### src/rtl/pdma_fifo_ctrl.sv
// PDMA FIFO controller: 16-bit word writes into a dual-port micro-RAM, 8-bit byte stream out
// through read port A with a one-cycle RAM latency stage and a 2-entry output buffer.
module pdma_fifo_ctrl #(
  parameter int unsigned WR_AW = 7,
  parameter int unsigned RD_AW = WR_AW + 1
) (
  input  logic             CLK,
  input  logic             RESET,
  input  logic             FLUSH,
  input  logic             WE,
  input  logic [15:0]      WDATA,
  output logic             FULL,
  output logic             WR_ERR,
  output logic             RD_VALID,
  output logic [7:0]       RD_DATA,
  input  logic             RD_READY,
  output logic             EMPTY,
  output logic [RD_AW:0]   BYTE_CNT,
  output logic             C_WEN,
  output logic [WR_AW-1:0] C_ADDR,
  output logic [15:0]      C_DIN,
  output logic             C_BLK,
  output logic [RD_AW-1:0] A_ADDR,
  output logic             A_ADDR_EN,
  output logic             A_BLK,
  input  logic [7:0]       A_DOUT
);

  localparam int unsigned CntW = RD_AW + 1;
  localparam logic [CntW-1:0] Cap = CntW'(1) << RD_AW;

  logic [WR_AW-1:0] wr_ptr_q, wr_ptr_d;
  logic [RD_AW-1:0] rd_ptr_q, rd_ptr_d;
  logic [CntW-1:0]  byte_cnt_q, byte_cnt_d;
  logic             inflight_q, inflight_d;
  logic [1:0]       ob_cnt_q, ob_cnt_d;
  logic             ob_head_q, ob_head_d;
  logic [7:0]       ob_mem_q [2];
  logic             wr_err_q, wr_err_d;

  logic       full;
  logic       rd_valid;
  logic       pop;
  logic       wr_acc;
  logic       fetch;
  logic [2:0] ob_level;
  logic       ob_tail;

  assign full     = byte_cnt_q > (Cap - CntW'(2));
  assign rd_valid = ob_cnt_q != 2'd0;
  assign pop      = rd_valid & RD_READY;
  assign wr_acc   = WE & ~full & ~FLUSH;
  // Buffer occupancy after this edge, counting the byte already in flight from the RAM.
  assign ob_level = {1'b0, ob_cnt_q} + {2'b00, inflight_q} - {2'b00, pop};
  assign fetch    = (byte_cnt_q != '0) & (ob_level < 3'd2) & ~FLUSH;
  // With a byte in flight ob_cnt_q is at most 1, so the tail is head or head^1.
  assign ob_tail  = ob_head_q ^ ob_cnt_q[0];

  always_comb begin
    wr_ptr_d   = wr_ptr_q + WR_AW'(wr_acc);
    rd_ptr_d   = rd_ptr_q + RD_AW'(fetch);
    byte_cnt_d = byte_cnt_q + (wr_acc ? CntW'(2) : '0) - CntW'(fetch);
    inflight_d = fetch;
    ob_cnt_d   = ob_level[1:0];
    ob_head_d  = ob_head_q ^ pop;
    wr_err_d   = WE & full & ~FLUSH;
    if (FLUSH) begin
      wr_ptr_d   = '0;
      rd_ptr_d   = '0;
      byte_cnt_d = '0;
      inflight_d = 1'b0;
      ob_cnt_d   = 2'd0;
      ob_head_d  = 1'b0;
    end
  end

  always_ff @(posedge CLK or posedge RESET) begin
    if (RESET) begin
      wr_ptr_q    <= '0;
      rd_ptr_q    <= '0;
      byte_cnt_q  <= '0;
      inflight_q  <= 1'b0;
      ob_cnt_q    <= 2'd0;
      ob_head_q   <= 1'b0;
      ob_mem_q[0] <= 8'h00;
      ob_mem_q[1] <= 8'h00;
      wr_err_q    <= 1'b0;
    end else begin
      wr_ptr_q   <= wr_ptr_d;
      rd_ptr_q   <= rd_ptr_d;
      byte_cnt_q <= byte_cnt_d;
      inflight_q <= inflight_d;
      ob_cnt_q   <= ob_cnt_d;
      ob_head_q  <= ob_head_d;
      wr_err_q   <= wr_err_d;
      if (inflight_q && !FLUSH) begin
        ob_mem_q[ob_tail] <= A_DOUT;
      end
    end
  end

  assign FULL      = full;
  assign WR_ERR    = wr_err_q;
  assign RD_VALID  = rd_valid;
  assign RD_DATA   = ob_mem_q[ob_head_q];
  assign EMPTY     = (byte_cnt_q == '0) & ~inflight_q & (ob_cnt_q == 2'd0);
  assign BYTE_CNT  = byte_cnt_q;
  // Gate with RESET so the write strobe drops the moment reset asserts.
  assign C_WEN     = wr_acc & ~RESET;
  assign C_ADDR    = wr_ptr_q;
  assign C_DIN     = WDATA;
  assign C_BLK     = 1'b1;
  assign A_ADDR    = rd_ptr_q;
  assign A_ADDR_EN = fetch;
  assign A_BLK     = 1'b1;

endmodule

### config.mk
export PLATFORM = sky130hd
export DESIGN_NAME = pdma_fifo_ctrl
export DESIGN_NICKNAME = d
export VERILOG_FILES = /design/src/rtl/pdma_fifo_ctrl.sv
export SDC_FILE = /design/constraint.sdc
export NUM_CORES = 1
export LEC_CHECK = 0
export CORE_AREA = 2 2 81 83
export DETAILED_ROUTE_END_ITERATION = 7
export DIE_AREA = 0 0 83 85
export PLACE_DENSITY = 0.75
export SYNTH_ARGS = -nofsm -noshare
export SYNTH_HDL_FRONTEND = slang
export SYNTH_SLANG_ARGS = --single-unit
export TNS_END_PERCENT = 50
### constraint.sdc
create_clock -name CLK -period 5.1 [get_ports CLK]
set_input_delay 1.53 -clock CLK [delete_from_list [all_inputs] [get_ports CLK]]
set_output_delay 1.53 -clock CLK [all_outputs]
set_load 0.05 [all_outputs]
Word-level counts from Yosys, hierarchy flattened. Cells that the tools add are included.

Register bits: 45.

$add $sub $neg: 6. Magnitude comparators: 5. Mux-type cells: 13. Bitwise operators: 18. Reductions and logical operators: 7.

Operators by type and width (count): $mux 8 (5); $bwmux 16 (1); $and 1x1->1 (10); $add 9x2->9 (1); $gt 9x8->1 const B (1); $logic_not 9->1 (1); $mux 9 (1); $reduce_bool 9->1 (1); $sub 9x1->9 (1); $add 8x1->8 (1); $demux 8 s1 (1); $add 7x1->7 (1); $mux 7 (1); $ge 2x2->1 const B (2); $mux 2 (2); $not 1->1 (4); $not 1->2 (2); $add 2x1->3 (1); $lt 3x2->1 const B (1); $sub 3x1->3 (1); $logic_and 1x1->1 (2); $logic_not 2->1 (1); $lt 2x1->1 const B (1); $mux 1 (2); 3 further kinds (4).

Longest topological paths before layout. Gate-level depths: netlist of run 1.

Depth in word-level cells: 8. Gate-level depth with buffers: 17. Mapped depth without buffers: 17.

Worst setup path after synthesis of run 1. OpenSTA, ideal clock, no wires.

Path kind: input to register. Start point: input port RD_READY. End point: register byte_cnt_q[5] (netlist: BYTE_CNT[5]). Library setup time: 78 ps. Data arrival time: 6204 ps. Required time: 5022 ps. Setup slack: -1182 ps. Stages: 16. Buffers on the path: 0. Cells stage by stage: and2_1 -> ha_1 -> inv_1 -> ha_1 -> inv_1 -> fa_1 -> xor2_1 -> nor4b_1 -> ha_1 -> inv_1 -> ha_1 -> fa_1 -> nor2b_1 -> o21a_1 -> or3_1 -> a21oi_1.

Cells in the longest elaborated chain, start to end: 7.

Ends and longest elaborated chain: start, declared (RTL line 16) `input logic RD_READY,`; $and 1x1->1 (RTL line 51) `assign pop = rd_valid & RD_READY;`; $sub 3x1->3 (RTL line 54) `assign ob_level = {1'b0, ob_cnt_q} + {2'b00, inflight_q} - {2'b00, pop};`; $lt 3x2->1 (RTL line 55) `assign fetch = (byte_cnt_q != '0) & (ob_level < 3'd2) & ~FLUSH;`; $and 1x1->1 (2 in series) (RTL line 55); net A_ADDR_EN (RTL line 24) `output logic A_ADDR_EN,`; $sub 9x1->9 (RTL line 62) `byte_cnt_d = byte_cnt_q + (wr_acc ? CntW'(2) : '0) - CntW'(fetch);`; $mux 9 (RTL line 67) `if (FLUSH) begin`; net byte_cnt_d[5] (RTL line 34) `logic [CntW-1:0] byte_cnt_q, byte_cnt_d;`; end signal, assigned (RTL line 91) `byte_cnt_q <= byte_cnt_d;`; end, declared (RTL line 34).

The timed path passes the listed nets, and every way through them passes these cells. A chain may end at the register's enable or synchronous reset.

Worst setup path in the final report of run 1.
Start point: input port RD_READY. End point: output port A_ADDR_EN.

Cells in the longest elaborated chain, start to end: 5.

Ends and longest elaborated chain (RTL line): $and 1x1->1 (51); $sub 3x1->3 (54); $lt 3x2->1 (55); $and 1x1->1 (2 in series) (55); end, declared (24).

Every way passes these cells.

==> impl_metrics.toml, run 1 <==
[outcome]
status = "finished, final reports clean"

[timing]
slew_headroom = 0.365
clock.fmax_mhz = 201
setup-tns-final_ns = 0
setup_viol = 0
rsz0062_at_grt = "false"
fin_crit_sh = 0.976
finClkSkew_ns = 0.00882
fin_crit_ns = 4.98
drv_slew = 0
tightest_slew_ns = 0.951
finalWorstSetupSlack_ns = 0.123
timing_hold_violations_final = 0
finalHoldWorstSlack_ns = 0.509

[power_and_ir_drop]
powerDensity_nw_per_um2 = 658
p_int_mw = 1.20
p_comb_frac = 0.605
p_leak_nw = 1.48
pwr-share-seq = 0.265
ir_worst_vdd_uv = 426
switching_share = 0.439
p_clk_frac = 0.130
switchingPower_mw = 0.941

[cts]
holdBufCountCts = 0
path_clk_slew_ns = 0.08
numClockSinks = 45
cts_setup_buffers = 0
cts_root_buf = "clkbuf_8"
cts_buffer_depth = 2
worstSkewPairLatency_ns = 0.30
cts_tree = "built"
cts-htree-levels = 2
cts_made_buffers = 5

[grt]
grt_pass1_wl_mm = 8.54
grt-ovfl-total = 0
antenna_found_initial = 0
grt_pass1_vias = 1815
grt_usage = 0.150
grt_start_max_net_pins = 46

[synthesis]
syn_avg_cell_area_um2 = 11.1
netlist_top_cells_area = "dfrtp_1 (43%), ha_1 (11%), mux2_2 (10%), buf_4 (5.2%), inv_1 (2.7%)"
seq_area_frac_synth = 0.429
synthCells = 237
ys_warn_count = 0
synth_seq_cells = 45
netlist_area_um2 = 2620
yosys.area.top_type = "dfrtp_1"
ys_types = 40
netlist.area_leader.share = 0.429

[die]
die_y_um = 85
die_w_um = 83
fp-row-count = 29
start_util = 0.423
core_um2 = 6200
io_pins = 85
dieArea_um2 = 7060

[hold_path]
hold_path_class = "reg2reg"

[critical_path]
path_delay_family = "adder cells"
slowest_stage = "fa_2"
critPathKind = "in2out"
cp-end-kind = "output port"
crit_fanout = 3
arrival_ns = 3.45
worstPathCellList = "dlygate4sd2_1, and2_4, ha_1, inv_1, ha_2, inv_2, fa_2, xor2_2, nor4b_4, buf_4, buf_12"
slowest_delay_ns = 0.34
required_ns = 3.57
startpoint_type = "input pin"
crit_buf_inv = 5

[routing]
first_iter_violations = 41
vias_per_cell = 4.94
routed_wirelength_mm = 4.97
avgRoutedWirePerCell_um = 14.0
ant_nets = 0
firstDrtPassIters = 4
via_count = 1755
drcViolationCount = 0

[run]
cap_viol_max_count = 0

[place]
routabilityCongestion = 0.764
place_hpwl_mm = 3.65
port_buffers = 50
dp_worst_setup_slack_ns = -0.114
place_inst = 347

[final_layout]
stdcell_count = 355
area_delta_synth_final_pct = 24.2
nNetsFinal = 332
antenna_cells = 0
final_util = 0.525
drive_gt1_frac = 0.187
-- placed cells by master (no fill, tap or decap), types with 2 or more instances in the layout --
cell type	n
a21oi_1	6
a31o_2	2
and3_1	4
buf_12	2
buf_4	5
clkbuf_8	6
clkdlybuf4s50_1	47
conb_1	2
dfrtp_1	45
ha_1	23
inv_1	17
inv_2	2
mux2_2	24
nand2b_1	5
nand3_1	7
nand3b_1	2
nand4_1	3
nor2_1	19
nor2b_1	10
nor3_1	3
nor3b_1	4
o21ai_0	2
or3_1	2
xnor2_1	5
xor2_1	7
xor2_2	2
-- what timing repair did --
action	in CTS	in global routing
pin swaps	2	2
cloned	0	0
setup endpoints to repair	1	1
resized for setup	6	0
-- layer usage --
| layer | up-vias | routed length (um) | global-route usage |
|---|---|---|---|
| met4 | 0 | 78 | 0.0507 |
| met1 | 841 | 2220 | 0.184 |
| met2 | 47 | 2440 | 0.255 |
| met5 | - | 0 | 0 |
| li1 | 857 | - | - |
| met3 | 10 | 241 | 0.0447 |
-- cell type report --
type,count,area [um2]
Tap cell,77,96.3
Inverter,19,71.3
Multi-Input combinational cell,151,1290
Timing Repair Buffer,55,557
Sequential cell,45,1130
Clock inverter,1,30.0
Clock buffer,7,86.3
Fill cell,543,2950
-- sequential cells by signal, summed over array words and instances, names as in the netlist --
signal,flops
WR_ERR,1
ob_head_q,1
ob_cnt_q,2
BYTE_CNT,9
inflight_q,1
C_ADDR,7
A_ADDR,8
ob_mem_q,16
-- cells by family after synthesis --
kind of cell	count (synthesis)	synth area share
buf+inv	42	0.0916
flops	45	0.429
mux	24	0.103
fa+ha+maj	26	0.130
other cells	1	0.00143
compound gates	18	0.0487
simple gates	67	0.146
xor+xnor	14	0.0496
-- metrics by stage --
stage	cell area, um2	total power, mW
2_1_floorplan	2640	1.52
3_3_place_gp	3130	1.84
3_5_place_dp	3130	1.87
4_1_cts	3260	2.17
5_1_grt	3260	2.30
6_report	3260	2.14
-- cells in the mapped netlist (all sizes together) --
library cell and number:
or3 2, nor4b 2, o211ai 1, a21oi 6
nand4b 1, buf 20, inv 19, fa 2
o311ai 1, nand3 7, and3 4, nor3b 4
and2 1, clkbuf 3, xor2 9, a31oi 1
a31o 2, xnor2 5, o21a 1, or2 1
dfrtp 45, a21o 1, nor2b 11, nand4 3
conb 1, nor2 20, o21ai 2, a211o 1
nand3b 2, nor3 3, a211oi 1, ha 24
nand2b 5, mux2 24, a311oi 1, and4 1
-- power groups by stage --
| stage | registers (mW) | logic (mW) | clock network (mW) |
|---|---|---|---|
| 6_report | 0.569 | 1.30 | 0.278 |
| 5_1_grt | 0.590 | 1.41 | 0.305 |
| 4_1_cts | 0.571 | 1.31 | 0.291 |
| 3_5_place_dp | 0.577 | 1.29 | 0 |
| 3_3_place_gp | 0.571 | 1.27 | 0 |
| 2_1_floorplan | 0.667 | 0.856 | 0 |
-- final timing paths --
kind                              from     endpoint  slack (ns)  depth (start not counted)
setup reg to reg           ob_cnt_q[1]  BYTE_CNT[5]        1.11                         18
hold reg to reg            ob_mem_q[5]  ob_mem_q[5]        0.51                          1
setup / recovery              RD_READY    A_ADDR_EN        0.12                         11
max in group asynchronous        RESET  ob_mem_q[3]        2.72                          2
hold / removal             ob_mem_q[5]  ob_mem_q[5]        0.51                          1
min in group asynchronous        RESET    C_ADDR[3]        1.79                          2
Power figures use the tool's default switching activity.
==> inputs of run 2 (changes only) <==
==> constraint.sdc (replaced) <==
create_clock -name CLK -period 5.6 [get_ports CLK]
set_input_delay 1.68 -clock CLK [delete_from_list [all_inputs] [get_ports CLK]]
set_output_delay 1.68 -clock CLK [all_outputs]
set_load 0.05 [all_outputs]
==> run 2 against run 1 <==
Net effect: register-to-register slack better by 0.34 ns; flip-flop and latch count unchanged; via count grew 0.23%; critical path type unchanged; critical endpoint unchanged; largest cell class unchanged.
==> impl_metrics.toml, run 2 (synthesized netlist as in run 1, its figures left out) <==
[final_layout]
area_delta_synth_final_pct = 22.6
drive_gt1_frac = 0.178
stdcell_count = 353
final_cell_mix = "clkdlybuf4s50_1 (47), dfrtp_1 (45), mux2_2 (24), ha_1 (24), nor2_1 (19)"
largest-register = "ob_mem_q"
fillers = 555
largest_reg_flops = 16
layout_commonest_cell = "clkdlybuf4s50_1"
antenna_cells = 0
nNetsFinal = 330

[critical_path]
cp-end-kind = "output port"
arrival_ns = 3.62
slowest_stage = "fa_2"
startpoint_type = "input pin"
crit_fanout = 3
critPathKind = "in2out"
required_ns = 3.92
worstPathCellList = "dlymetal6s2s_1, and2_4, ha_1, inv_1, ha_1, inv_1, fa_2, xor2_2, nor4b_2, buf_4, buf_12"
slowest_delay_ns = 0.37

[routing]
ant_nets = 0
firstDrtPassIters = 4
drt-met1-wl_mm = 2.24
top_layer_used = "met4"
wl_met3_um = 241
vias_per_cell = 4.98
wl_met2_mm = 2.41
routed_wirelength_mm = 4.94
drcViolationCount = 0
avgRoutedWirePerCell_um = 14.0
first_iter_violations = 46
via_count = 1759

[grt]
grt-ovfl-total = 0
grt_pass1_vias = 1773
antenna_found_initial = 0
grt_start_max_net_pins = 46
grt_pass1_wl_mm = 8.24
grt_usage = 0.142

[timing]
fin_crit_sh = 0.947
setup-tns-final_ns = 0
clock.fmax_mhz = 189
drv_slew = 0
fin_crit_ns = 5.30
timing_hold_violations_final = 0
finClkSkew_ns = 0.00894
setup_viol = 0
slew_headroom = 0.381
rsz0062_at_grt = "false"
tightest_slew_ns = 0.927

[place]
routabilityCongestion = 0.815
place_hpwl_mm = 3.66
place_inst = 344
port_buffers = 50

[cts]
cts_root_buf = "clkbuf_8"
worstSkewPairLatency_ns = 0.29
path_clk_slew_ns = 0.08
numClockSinks = 45
cts_buffer_depth = 2
cts_made_buffers = 5
cts_tree = "built"
cts-htree-levels = 2

[power_and_ir_drop]
ir_worst_vdd_uv = 343
p_leak_nw = 1.47
powerDensity_nw_per_um2 = 587

[die]
dieArea_um2 = 7060
core_um2 = 6200
fp-row-count = 29
die_y_um = 85
start_util = 0.423
die_w_um = 83
io_pins = 85

[hold_path]
hold_path_class = "reg2reg"

[run]
cap_viol_max_count = 0

[outcome]
status = "finished, final reports clean"
## run 2: per-layer routing
layer,vias up,GRT usage
met5,-,0
met4,0,0.0432
met3,9,0.0350
met2,42,0.236
met1,851,0.184
li1,857,-
## run 2: layout make-up
cell class / count / area [um2] / share of cell area
well taps: 77 / 96.3 / 0.0300
multi-input cells: 151 / 1280 / 0.398
clock inverters: 2 / 13.8 / 0.00428
inverters: 19 / 71.3 / 0.0222
clock buffers: 6 / 82.6 / 0.0257
repair buffers: 53 / 546 / 0.170
flip-flops and latches: 45 / 1130 / 0.350
## run 2: metrics by stage
step | total power [mW] | util | worst slack (ns) | cell area, um2 | hold slack (ns)
4_1_cts | 1.88 | 0.514 | 0.0377 | 3190 | 0.512
3_5_place_dp | 1.67 | 0.499 | 0.0560 | 3100 | 0.492
5_1_grt | 2.02 | 0.518 | 0.187 | 3210 | 0.530
2_1_floorplan | 1.38 | - | 0.00981 | 2630 | 0.475
3_3_place_gp | 1.64 | 0.499 | 0.0912 | 3100 | 0.485
6_report | 1.89 | 0.518 | 0.298 | 3210 | 0.508
## run 2: what timing repair did
| action | in CTS | in global routing |
|---|---|---|
| endpoints found under the setup margin | 0 | 1 |
| gates resized for setup | 0 | 4 |
| setup buffers | 0 | 1 |
| hold buffers | 0 | 0 |
## run 2: worst paths after layout
check / slack, ns / start / endpoint / cells past startpoint
max: 0.30 / RD_READY / A_ADDR_EN / 11
min: 0.51 / ob_mem_q[5] / ob_mem_q[5] / 1
max reg2reg: 1.45 / ob_cnt_q[1] / BYTE_CNT[5] / 18
min reg2reg: 0.51 / ob_mem_q[5] / ob_mem_q[5] / 1
max in group asynchronous: 3.08 / RESET / ob_mem_q[6] / 2
min in group asynchronous: 1.93 / RESET / BYTE_CNT[3] / 2
## run 2: report_power, final
| group | internal (mW) | switching (mW) | total [mW] |
|---|---|---|---|
| sequential | 0.430 | 0.0866 | 0.516 |
| clock | 0.100 | 0.109 | 0.209 |
| combinational | 0.503 | 0.657 | 1.16 |
## run 2: critical path: cells and delay by family
family	cells	cell delay (ns)
simple gates	2	0.46
buf+inv	5	0.56
xor+xnor	1	0.17
fa+ha+maj	3	0.76
==> inputs of run 3 (changes only) <==
--- a/config.mk
+++ b/config.mk
@@ -5,10 +5,12 @@
 export SDC_FILE = /design/constraint.sdc
 export NUM_CORES = 1
 export LEC_CHECK = 0
+export CAP_MARGIN = 20
 export CORE_AREA = 2 2 81 83
 export DETAILED_ROUTE_END_ITERATION = 7
 export DIE_AREA = 0 0 83 85
 export PLACE_DENSITY = 0.75
+export SLEW_MARGIN = 40
 export SYNTH_ARGS = -nofsm -noshare
 export SYNTH_HDL_FRONTEND = slang
 export SYNTH_SLANG_ARGS = --single-unit
==> run 3 against run 2 <==
Net effect: clock skew down 0.00071 ns; sequential power about the same; via count increased by 1.4%; die area unchanged; non-clock buffer count rose by 1; utilization rose by 0.20 points; critical endpoint unchanged; largest cell class unchanged; largest power group unchanged.
==> impl_metrics.toml, run 3 (synthesized netlist as in run 1, its figures left out) <==
[power_and_ir_drop]
p_total_mw = 1.89
ir_worst_vdd_uv = 359
powerDensity_nw_per_um2 = 587
p_leak_nw = 1.47

[timing]
fin_crit_sh = 0.942
slew_headroom = 0.624
setup_viol = 0
setup-tns-final_ns = 0
finClkSkew_ns = 0.00823
tightest_slew_ns = 0.564
drv_slew = 0
rsz0062_at_grt = "false"
finalHoldWorstSlack_ns = 0.506
clock.fmax_mhz = 190
timing_hold_violations_final = 0
fin_crit_ns = 5.27

[cts]
cts_tree = "built"
cts_root_buf = "clkbuf_8"
numClockSinks = 45
worstSkewPairLatency_ns = 0.29
cts_made_buffers = 5
cts-htree-levels = 2
cts_buffer_depth = 2
path_clk_slew_ns = 0.08

[place]
port_buffers = 50
place_hpwl_mm = 3.64
dpl_cell_area_um2 = 3100
routabilityCongestion = 0.815
place_inst = 344

[die]
die_y_um = 85
start_util = 0.423
fp-row-count = 29
die_w_um = 83
io_pins = 85
core_um2 = 6200
dieArea_um2 = 7060

[routing]
top_layer_used = "met4"
vias_per_cell = 5.04
drt-met1-wl_mm = 2.22
wl_met2_mm = 2.44
routed_wirelength_mm = 4.94
via_count = 1784
drcViolationCount = 0
ant_nets = 0
avgRoutedWirePerCell_um = 14.0
wl_met3_um = 262
first_iter_violations = 56
firstDrtPassIters = 4

[final_layout]
largest-register = "ob_mem_q"
stdcell_count = 354
final_cell_mix = "clkdlybuf4s50_1 (47), dfrtp_1 (45), mux2_2 (24), ha_1 (23), nor2_1 (19)"
largest_reg_flops = 16
finalInstanceArea_um2 = 3230
area_delta_synth_final_pct = 23.0
antenna_cells = 0
nNetsFinal = 331
drive_gt1_frac = 0.188
fillers = 562
layout_commonest_cell = "clkdlybuf4s50_1"

[critical_path]
arrival_ns = 3.59
cp-end-kind = "output port"
crit_fanout = 3
startpoint_type = "input pin"
required_ns = 3.92
critPathKind = "in2out"

[grt]
grt_pass1_vias = 1784
grt_start_max_net_pins = 46
grt_usage = 0.143
antenna_found_initial = 0
grt_pass1_wl_mm = 8.34
grt-ovfl-total = 0

[hold_path]
hold_path_class = "reg2reg"

[run]
cap_viol_max_count = 0

[outcome]
status = "finished, final reports clean"
[run 3: cell types whose count changed in the layout (fill, tap and decap cells not counted), sizes merged]
cell,delta
buf,+1
[run 3: path summary, 6_finish.rpt]
kind / from / endpoint / depth (start not counted) / slack [ns]
worst max-delay path: RD_READY / A_ADDR_EN / 11 / 0.33
worst min-delay path: ob_mem_q[7] / ob_mem_q[7] / 1 / 0.51
worst max register to register: ob_cnt_q[1] / BYTE_CNT[5] / 18 / 1.44
worst min register to register: ob_mem_q[7] / ob_mem_q[7] / 1 / 0.51
max in group asynchronous: RESET / ob_mem_q[5] / 2 / 3.39
min in group asynchronous: RESET / BYTE_CNT[5] / 2 / 1.82
[run 3: area by class of cell]
class | instances | area [um2] | share of cell area
well taps | 77 | 96.3 | 0.0299
inverters | 19 | 73.8 | 0.0229
flip-flops and latches | 45 | 1130 | 0.349
clock inverters | 2 | 13.8 | 0.00427
repair buffers | 54 | 553 | 0.171
clock buffers | 6 | 82.6 | 0.0256
multi-input cells | 151 | 1280 | 0.397
[run 3: repair_timing]
item	CTS	global route
resized for setup	0	6
buffers inserted	0	2
hold buffers	0	0
setup endpoints to repair	0	1
[run 3: layer usage]
metal / up-vias / track usage
li1: 857 / -
met1: 874 / 0.186
met2: 49 / 0.241
met3: 4 / 0.0379
met4: 0 / 0.0298
met5: - / 0
[run 3: power by group]
group / total [mW] / leakage (nW) / internal (mW) / switching, mW
Combinational: 1.17 / 0.833 / 0.509 / 0.660
Sequential: 0.516 / 0.584 / 0.430 / 0.0865
Clock: 0.208 / 0.0512 / 0.100 / 0.108
[run 3: per-stage QoR]
| step | worst slack (ns) | util |
|---|---|---|
| after floorplan | 0.00981 | - |
| after global placement | 0.0912 | 0.499 |
| after detailed placement | 0.0617 | 0.499 |
| after CTS | 0.0486 | 0.515 |
| after global routing | 0.213 | 0.520 |
| final | 0.327 | 0.520 |
[run 3: critical path, cell delays in order]
cell	delay [ns]
dlymetal6s2s_1	0.12
and2_4	0.14
ha_1	0.26
inv_1	0.06
ha_2	0.17
inv_2	0.04
fa_2	0.36
xor2_2	0.17
nor4b_2	0.27
buf_4	0.17
buf_12	0.13
